==> config.mk <==
export PLATFORM = sky130hd
export DESIGN_NAME = fp_match_ctrl
export DESIGN_NICKNAME = d
export VERILOG_FILES = /design/src/rtl/fp_pkg.sv /design/src/rtl/fp_row_score.sv /design/src/rtl/fp_match_ctrl.sv
export SDC_FILE = /design/constraint.sdc
export NUM_CORES = 1
export LEC_CHECK = 0
export CORE_AREA = 2 2 214 216
export CTS_CLUSTER_SIZE = 25
export DETAILED_ROUTE_END_ITERATION = 8
export DIE_AREA = 0 0 216 218
export PLACE_DENSITY = 0.91
export SYNTH_ARGS = -nofsm -noshare
export SYNTH_HDL_FRONTEND = slang
export SYNTH_HIERARCHICAL = 1
export SYNTH_SLANG_ARGS = --single-unit
==> constraint.sdc <==
create_clock -name clk -period 9.5 [get_ports clk]
set_input_delay 1.9 -clock clk [delete_from_list [all_inputs] [get_ports clk]]
set_output_delay 1.9 -clock clk [all_outputs]
set_load 0.005 [all_outputs]
==> src/rtl/fp_pkg.sv <==
`default_nettype none
// +----------------------------------------------------------------------------+
// | Module   : fp_pkg                                                          |
// | Purpose  : Shared FSM encodings and helpers for fingerprint matching.      |
// | Revision : 1.0 - initial release                                           |
// +----------------------------------------------------------------------------+
package fp_pkg;

    localparam logic [2:0] c_ST_IDLE  = 3'd0;
    localparam logic [2:0] c_ST_ISSUE = 3'd1;
    localparam logic [2:0] c_ST_DRAIN = 3'd2;
    localparam logic [2:0] c_ST_EVAL  = 3'd3;
    localparam logic [2:0] c_ST_DONE  = 3'd4;

    // Widest row the popcount helper accepts; narrower rows are zero-extended.
    localparam int c_POP_MAX_W = 1024;

    // Signed offset width able to hold -max_shift..+max_shift.
    function automatic int off_width(input int max_shift);
        return $clog2(2 * max_shift + 1) + 1;
    endfunction

    function automatic int unsigned popcount(input logic [c_POP_MAX_W-1:0] vec);
        int unsigned cnt;
        cnt = 0;
        for (int i = 0; i < c_POP_MAX_W; i++) begin
            cnt += 32'(vec[i]);
        end
        return cnt;
    endfunction

endpackage
`default_nettype wire

==> src/rtl/fp_row_score.sv <==
`default_nettype none
// +----------------------------------------------------------------------------+
// | Module   : fp_row_score                                                    |
// | Purpose  : Registered popcounts of AND / XOR for one template/test row.    |
// | Revision : 1.0 - initial release                                           |
// +----------------------------------------------------------------------------+
module fp_row_score
    import fp_pkg::*;
#(
    parameter int DATA_W = 256,
    parameter int CNT_W  = $clog2(DATA_W) + 1
) (
    input  logic              clk,
    input  logic              rst,
    input  logic              i_valid,
    input  logic [DATA_W-1:0] i_a,
    input  logic [DATA_W-1:0] i_b,
    output logic              o_valid,
    output logic [CNT_W-1:0]  o_pop_and,
    output logic [CNT_W-1:0]  o_pop_xor
);

    logic [c_POP_MAX_W-1:0] w_and_ext;
    logic [c_POP_MAX_W-1:0] w_xor_ext;
    logic                   r_valid;
    logic [CNT_W-1:0]       r_pop_and;
    logic [CNT_W-1:0]       r_pop_xor;

    always_comb begin
        w_and_ext               = '0;
        w_xor_ext               = '0;
        w_and_ext[DATA_W-1:0]   = i_a & i_b;
        w_xor_ext[DATA_W-1:0]   = i_a ^ i_b;
    end

    always_ff @(posedge clk or posedge rst) begin
        if (rst) begin
            r_valid   <= 1'b0;
            r_pop_and <= '0;
            r_pop_xor <= '0;
        end else begin
            r_valid   <= i_valid;
            r_pop_and <= CNT_W'(popcount(w_and_ext));
            r_pop_xor <= CNT_W'(popcount(w_xor_ext));
        end
    end

    assign o_valid   = r_valid;
    assign o_pop_and = r_pop_and;
    assign o_pop_xor = r_pop_xor;

endmodule
`default_nettype wire

==> src/rtl/fp_match_ctrl.sv <==
`default_nettype none
// +----------------------------------------------------------------------------+
// | Module   : fp_match_ctrl                                                   |
// | Purpose  : Scans template vs test RAM over row offsets, reports best score.|
// | Revision : 1.0 - initial release                                           |
// +----------------------------------------------------------------------------+
module fp_match_ctrl
    import fp_pkg::*;
#(
    parameter int ADDR_W    = 8,
    parameter int ROWS      = 256,
    parameter int DATA_W    = 256,
    parameter int MAX_SHIFT = 4,
    parameter int RD_LAT    = 1,
    parameter int SCALE     = 6,
    parameter int THR_R     = 50,
    parameter int THR_F     = 80
) (
    input  logic                            clk,
    input  logic                            rst,
    input  logic                            start,
    input  logic                            tmpl_valid,
    output logic                            tmpl_rd,
    output logic [ADDR_W-1:0]               tmpl_add,
    input  logic [DATA_W-1:0]               tmpl_data,
    output logic                            test_rd,
    output logic [ADDR_W-1:0]               test_add,
    input  logic [DATA_W-1:0]               test_data,
    output logic                            busy,
    output logic                            done,
    output logic [7:0]                      max_right,
    output logic [7:0]                      max_false,
    output logic [off_width(MAX_SHIFT)-1:0] best_off,
    output logic                            match
);

    localparam int c_OFF_W = off_width(MAX_SHIFT);
    localparam int c_CNT_W = $clog2(DATA_W) + 1;
    localparam int c_SUM_W = $clog2(DATA_W) + ADDR_W + 1;
    localparam int c_T_W   = ADDR_W + c_OFF_W + 1;

    localparam logic [c_OFF_W-1:0] c_OFF_MIN    = c_OFF_W'(-MAX_SHIFT);
    localparam logic [c_OFF_W-1:0] c_OFF_MAX    = c_OFF_W'(MAX_SHIFT);
    localparam logic [ADDR_W-1:0]  c_ROW_LAST   = ADDR_W'(ROWS - 1);
    localparam logic [ADDR_W-1:0]  c_DRAIN_LAST = ADDR_W'(RD_LAT);
    localparam logic [c_T_W-1:0]   c_ROWS_T     = c_T_W'(ROWS);
    localparam logic [c_SUM_W-1:0] c_SAT        = c_SUM_W'(255);

    logic [2:0]         r_state;
    logic [ADDR_W-1:0]  r_cnt;
    logic [c_OFF_W-1:0] r_off;
    logic [RD_LAT-1:0]  r_vpipe;
    logic [c_SUM_W-1:0] r_sum_and;
    logic [c_SUM_W-1:0] r_sum_xor;
    logic [7:0]         r_best_right;
    logic [7:0]         r_best_false;
    logic [c_OFF_W-1:0] r_best_off;
    logic [7:0]         r_max_right;
    logic [7:0]         r_max_false;
    logic [c_OFF_W-1:0] r_out_off;
    logic               r_match;

    logic [c_T_W-1:0]   w_t;
    logic               w_rd;
    logic               w_pop_vld;
    logic [c_CNT_W-1:0] w_pop_and;
    logic [c_CNT_W-1:0] w_pop_xor;
    logic [c_SUM_W-1:0] w_sh_and;
    logic [c_SUM_W-1:0] w_sh_xor;
    logic [7:0]         w_right;
    logic [7:0]         w_false;
    logic               w_take;
    logic [7:0]         w_nb_right;
    logic [7:0]         w_nb_false;
    logic [c_OFF_W-1:0] w_nb_off;
    logic               w_nb_match;
    logic               w_clr;

    // Test row = template row + signed offset; out-of-range rows skip the read.
    assign w_t  = c_T_W'(r_cnt) + {{(c_T_W - c_OFF_W){r_off[c_OFF_W-1]}}, r_off};
    assign w_rd = (r_state == c_ST_ISSUE) && !w_t[c_T_W-1] && (w_t < c_ROWS_T);

    assign tmpl_rd  = w_rd;
    assign test_rd  = w_rd;
    assign tmpl_add = w_rd ? r_cnt : '0;
    assign test_add = w_rd ? w_t[ADDR_W-1:0] : '0;
    assign busy     = (r_state == c_ST_ISSUE) || (r_state == c_ST_DRAIN) || (r_state == c_ST_EVAL);
    assign done     = (r_state == c_ST_DONE);

    assign max_right = r_max_right;
    assign max_false = r_max_false;
    assign best_off  = r_out_off;
    assign match     = r_match;

    always_ff @(posedge clk or posedge rst) begin
        if (rst) begin
            r_vpipe <= '0;
        end else begin
            r_vpipe[0] <= w_rd;
            for (int i = 1; i < RD_LAT; i++) begin
                r_vpipe[i] <= r_vpipe[i-1];
            end
        end
    end

    fp_row_score #(
        .DATA_W (DATA_W),
        .CNT_W  (c_CNT_W)
    ) u_row_score (
        .clk       (clk),
        .rst       (rst),
        .i_valid   (r_vpipe[RD_LAT-1]),
        .i_a       (tmpl_data),
        .i_b       (test_data),
        .o_valid   (w_pop_vld),
        .o_pop_and (w_pop_and),
        .o_pop_xor (w_pop_xor)
    );

    assign w_clr = ((r_state == c_ST_IDLE) && start && tmpl_valid) ||
                   ((r_state == c_ST_EVAL) && (r_off != c_OFF_MAX));

    always_ff @(posedge clk or posedge rst) begin
        if (rst) begin
            r_sum_and <= '0;
            r_sum_xor <= '0;
        end else if (w_clr) begin
            r_sum_and <= '0;
            r_sum_xor <= '0;
        end else if (w_pop_vld) begin
            r_sum_and <= r_sum_and + c_SUM_W'(w_pop_and);
            r_sum_xor <= r_sum_xor + c_SUM_W'(w_pop_xor);
        end
    end

    assign w_sh_and = r_sum_and >> SCALE;
    assign w_sh_xor = r_sum_xor >> SCALE;
    assign w_right  = (w_sh_and > c_SAT) ? 8'hFF : w_sh_and[7:0];
    assign w_false  = (w_sh_xor > c_SAT) ? 8'hFF : w_sh_xor[7:0];

    // Strictly-greater update keeps the earliest (most negative) offset on ties.
    assign w_take     = (r_off == c_OFF_MIN) || (w_right > r_best_right);
    assign w_nb_right = w_take ? w_right : r_best_right;
    assign w_nb_false = w_take ? w_false : r_best_false;
    assign w_nb_off   = w_take ? r_off   : r_best_off;
    assign w_nb_match = (int'(w_nb_right) > THR_R) && (int'(w_nb_false) < THR_F);

    always_ff @(posedge clk or posedge rst) begin
        if (rst) begin
            r_state      <= c_ST_IDLE;
            r_cnt        <= '0;
            r_off        <= '0;
            r_best_right <= '0;
            r_best_false <= '0;
            r_best_off   <= '0;
            r_max_right  <= '0;
            r_max_false  <= '0;
            r_out_off    <= '0;
            r_match      <= 1'b0;
        end else begin
            case (r_state)
                c_ST_IDLE: begin
                    if (start) begin
                        if (tmpl_valid) begin
                            r_state <= c_ST_ISSUE;
                            r_off   <= c_OFF_MIN;
                            r_cnt   <= '0;
                        end else begin
                            r_state     <= c_ST_DONE;
                            r_max_right <= '0;
                            r_max_false <= '0;
                            r_out_off   <= '0;
                            r_match     <= 1'b0;
                        end
                    end
                end
                c_ST_ISSUE: begin
                    if (r_cnt == c_ROW_LAST) begin
                        r_cnt   <= '0;
                        r_state <= c_ST_DRAIN;
                    end else begin
                        r_cnt <= r_cnt + ADDR_W'(1);
                    end
                end
                c_ST_DRAIN: begin
                    if (r_cnt == c_DRAIN_LAST) begin
                        r_cnt   <= '0;
                        r_state <= c_ST_EVAL;
                    end else begin
                        r_cnt <= r_cnt + ADDR_W'(1);
                    end
                end
                c_ST_EVAL: begin
                    r_best_right <= w_nb_right;
                    r_best_false <= w_nb_false;
                    r_best_off   <= w_nb_off;
                    if (r_off == c_OFF_MAX) begin
                        r_state     <= c_ST_DONE;
                        r_max_right <= w_nb_right;
                        r_max_false <= w_nb_false;
                        r_out_off   <= w_nb_off;
                        r_match     <= w_nb_match;
                    end else begin
                        r_off   <= r_off + c_OFF_W'(1);
                        r_state <= c_ST_ISSUE;
                    end
                end
                c_ST_DONE: r_state <= c_ST_IDLE;
                default:   r_state <= c_ST_IDLE;
            endcase
        end
    end

endmodule
`default_nettype wire
==> flow_metrics.env, run 1 <==
export IMPL_status="completed"
export IMPL_critPathMaxFanout=2
export IMPL_hp_class="reg -> reg"
export IMPL_async_reset_ff_share_pct=100
export IMPL_drt_iter0_markers=1217
export IMPL_grt_pass1_vias=21272
export IMPL_maxSlewHeadroom_pct=15.9
export IMPL_ys_seq_area_share_pct=11.9
export IMPL_slowest_delay_ns=0.56
export IMPL_mostFrequentLayoutCells="inv_1, clkdlybuf4s50_1, fa_1"
export IMPL_synth_edff_count=0
export IMPL_wl_met1_um=25100
export IMPL_cp_slowest_cell="fa_1"
export IMPL_yosys_warnings=6
export IMPL_htreeDepth=4
export IMPL_synth_avg_cell_area_um2=10.2
export IMPL_drive_gt1_share_pct=5.51
export IMPL_ys_ff_latch=113
export IMPL_dp_cells=3472
export IMPL_vias=18546
export IMPL_place_congestion=0.940
export IMPL_setup_tns_ns=0
export IMPL_drc=0
export IMPL_grt_usage_pct=30.8
export IMPL_ant_nets=0
export IMPL_period_share_pct=98.5
export IMPL_whs_ns=0.399
export IMPL_fp_dieH_um=218
export IMPL_path_clk_slew_ns=0.06
export IMPL_cts_buffer_depth=2
export IMPL_max_freq_mhz=107
export IMPL_cp_arrival_ns=9.69
export IMPL_cts_root_buf="clkbuf_16"
export IMPL_grt_pass1_wl_um=111000
export IMPL_dieArea_um2=47100
export IMPL_io_pins=558
export IMPL_fillers=3132
export IMPL_cp_start_kind="input port"
export IMPL_worst_ep_required_time_ns=9.83
export IMPL_start_util_pct=53.0
export IMPL_cts_tree="done"
export IMPL_nNetsFinal=4268
export IMPL_portBuffers=557
export IMPL_tightest_slew_ns=1.26
export IMPL_hold_violations=0
export IMPL_clk_latency_ns=0.41
export IMPL_cts_hold_fix_buffers=0
export IMPL_die_w_um=216
export IMPL_endpoint_kind="register"
export IMPL_row_count=78
export IMPL_final_common_cell="inv_1"
export IMPL_instances_no_fill=3518
export IMPL_ys_flop_type="dfrtp_1"
export IMPL_drt_vias_per_instance=5.27
export IMPL_wl_per_cell_um=20.6
export IMPL_final_util_pct=69.2
export IMPL_place_hpwl_um=64800
export IMPL_cts_sinks=113
export IMPL_grt_max_degree=52
export IMPL_syn_to_final_growth_pct=30.5
export IMPL_syn_inst=2333
export IMPL_grt_remaining_overflow=0
export IMPL_wl_met3_um=3590
export IMPL_core_area_um2=44900
export IMPL_fin_skew_ns=0.00945
export IMPL_numCtsBuffers=17
export IMPL_maxSlewViolCount=0
export IMPL_setup_viol=0
export IMPL_crit_top_cell="fa_1"
export IMPL_antenna_found_initial=15
export IMPL_syn_nets=3709
export IMPL_synthDistinctLibCells=72
export IMPL_dr_wl_met2_um=39700
export IMPL_wirelength_um=72300
export IMPL_routed_top_layer="met5"
export IMPL_min_period_ns=9.36
export IMPL_firstDrtPassIters=6
export IMPL_syn_cell_area_um2=23800
export IMPL_cap_violations=0
export IMPL_path_class="in -> reg"
-- area by class of cell --
class,count,area [µm²],share of cell area (%)
Antenna cell,13,32.5,0.105
Clock inverter,12,133,0.427
Inverter,767,2880,9.27
Sequential cell,113,2830,9.10
Clock buffer,20,447,1.44
Multi-Input combinational cell,1414,18200,58.5
Timing Repair Buffer,579,5830,18.8
Tap cell,600,751,2.42
-- sequential cells by signal (all words and copies together), names as in the netlist, 8 cells and up --
name	flops
max_false	8
max_right	8
r_best_false	8
r_best_right	8
r_cnt	8
r_sum_and	17
r_sum_xor	17
u_row_score/o_pop_and	9
u_row_score/o_pop_xor	9
-- Yosys cell counts, types with 14 or more instances --
master,instances,area [µm²]
a31oi_1,14,87.6
nand2_1,71,267
nor3_1,17,85.1
clkbuf_1,29,109
inv_1,767,2880
a21o_1,20,150
nand2b_1,15,93.8
nand4_1,28,175
o21ai_0,36,180
ha_1,373,4670
a21oi_1,31,155
a211oi_1,19,143
fa_1,487,9750
mux2i_1,30,300
dfrtp_1,113,2830
nand3_1,23,115
nor2_1,71,267
-- routing by layer --
layer / up-vias / global-route usage, %
met5: - / 0
met4: 4 / 14.4
met3: 236 / 4.76
met2: 734 / 58.8
met1: 9296 / 33.2
li1: 8276 / -
-- worst max-delay path: cells and delay by family --
| family | cells | cell delay, ns |
|---|---|---|
| AND/OR/NAND/NOR | 2 | 0.19 |
| XOR/XNOR | 1 | 0.15 |
| AO/OA/AOI/OAI | 1 | 0.17 |
| adder cells (fa/ha/maj) | 14 | 6.51 |
| buffers and inverters | 7 | 0.76 |
-- kinds of logic (layout without fill, tap and decap cells) --
kind of cell	Yosys count	in the layout	share of synthesized area, %
flops	113	113	11.9
other cells	0	13	0
simple gates	294	294	6.28
xor+xnor	21	21	0.773
compound gates	198	198	5.96
mux	41	41	1.78
buf+inv	806	1378	12.8
fa+ha+maj	860	860	60.6
-- path summary, 6_finish.rpt --
path                            slack [ns]  depth (start not counted)                  endpoint           start
worst max register to register        5.48                          7           r_best_right[7]   r_sum_and[16]
worst max-delay path                  0.14                         25  u_row_score/o_pop_xor[6]  tmpl_data[105]
min in group asynchronous             1.93                          2              r_sum_xor[9]             rst
worst min register to register        0.40                          0       u_row_score/o_valid         r_vpipe
max in group asynchronous             6.41                          3                  r_off[0]             rst
worst min-delay path                  0.40                          0       u_row_score/o_valid         r_vpipe
-- repair_timing --
item                       4_1_cts  5_1_grt
setup buffers                    1        1
pin swaps                       26       76
setup endpoints to repair        8       12
resized for setup               15      105
-- metrics by stage --
stage / setup slack (ns) / area (µm²)
final: 0.141 / 31100
after global routing: -0.130 / 31100
after CTS: 0.00704 / 30700
after detailed placement: -0.681 / 30100
after global placement: -0.486 / 30100
after floorplan: 0.180 / 23800
Power of run 1 is left out: the tool's default activity adds up to more than one toggle a clock period on the data nets, which glitch-free logic cannot reach.
==> inputs of run 2 (changes only) <==
Settings changed: CTS_CLUSTER_SIZE 25 to 28.
==> results of run 2 <==
Final layout, timing and power as in run 1 (identical DEF).
Power of run 2 is left out for the same reason.
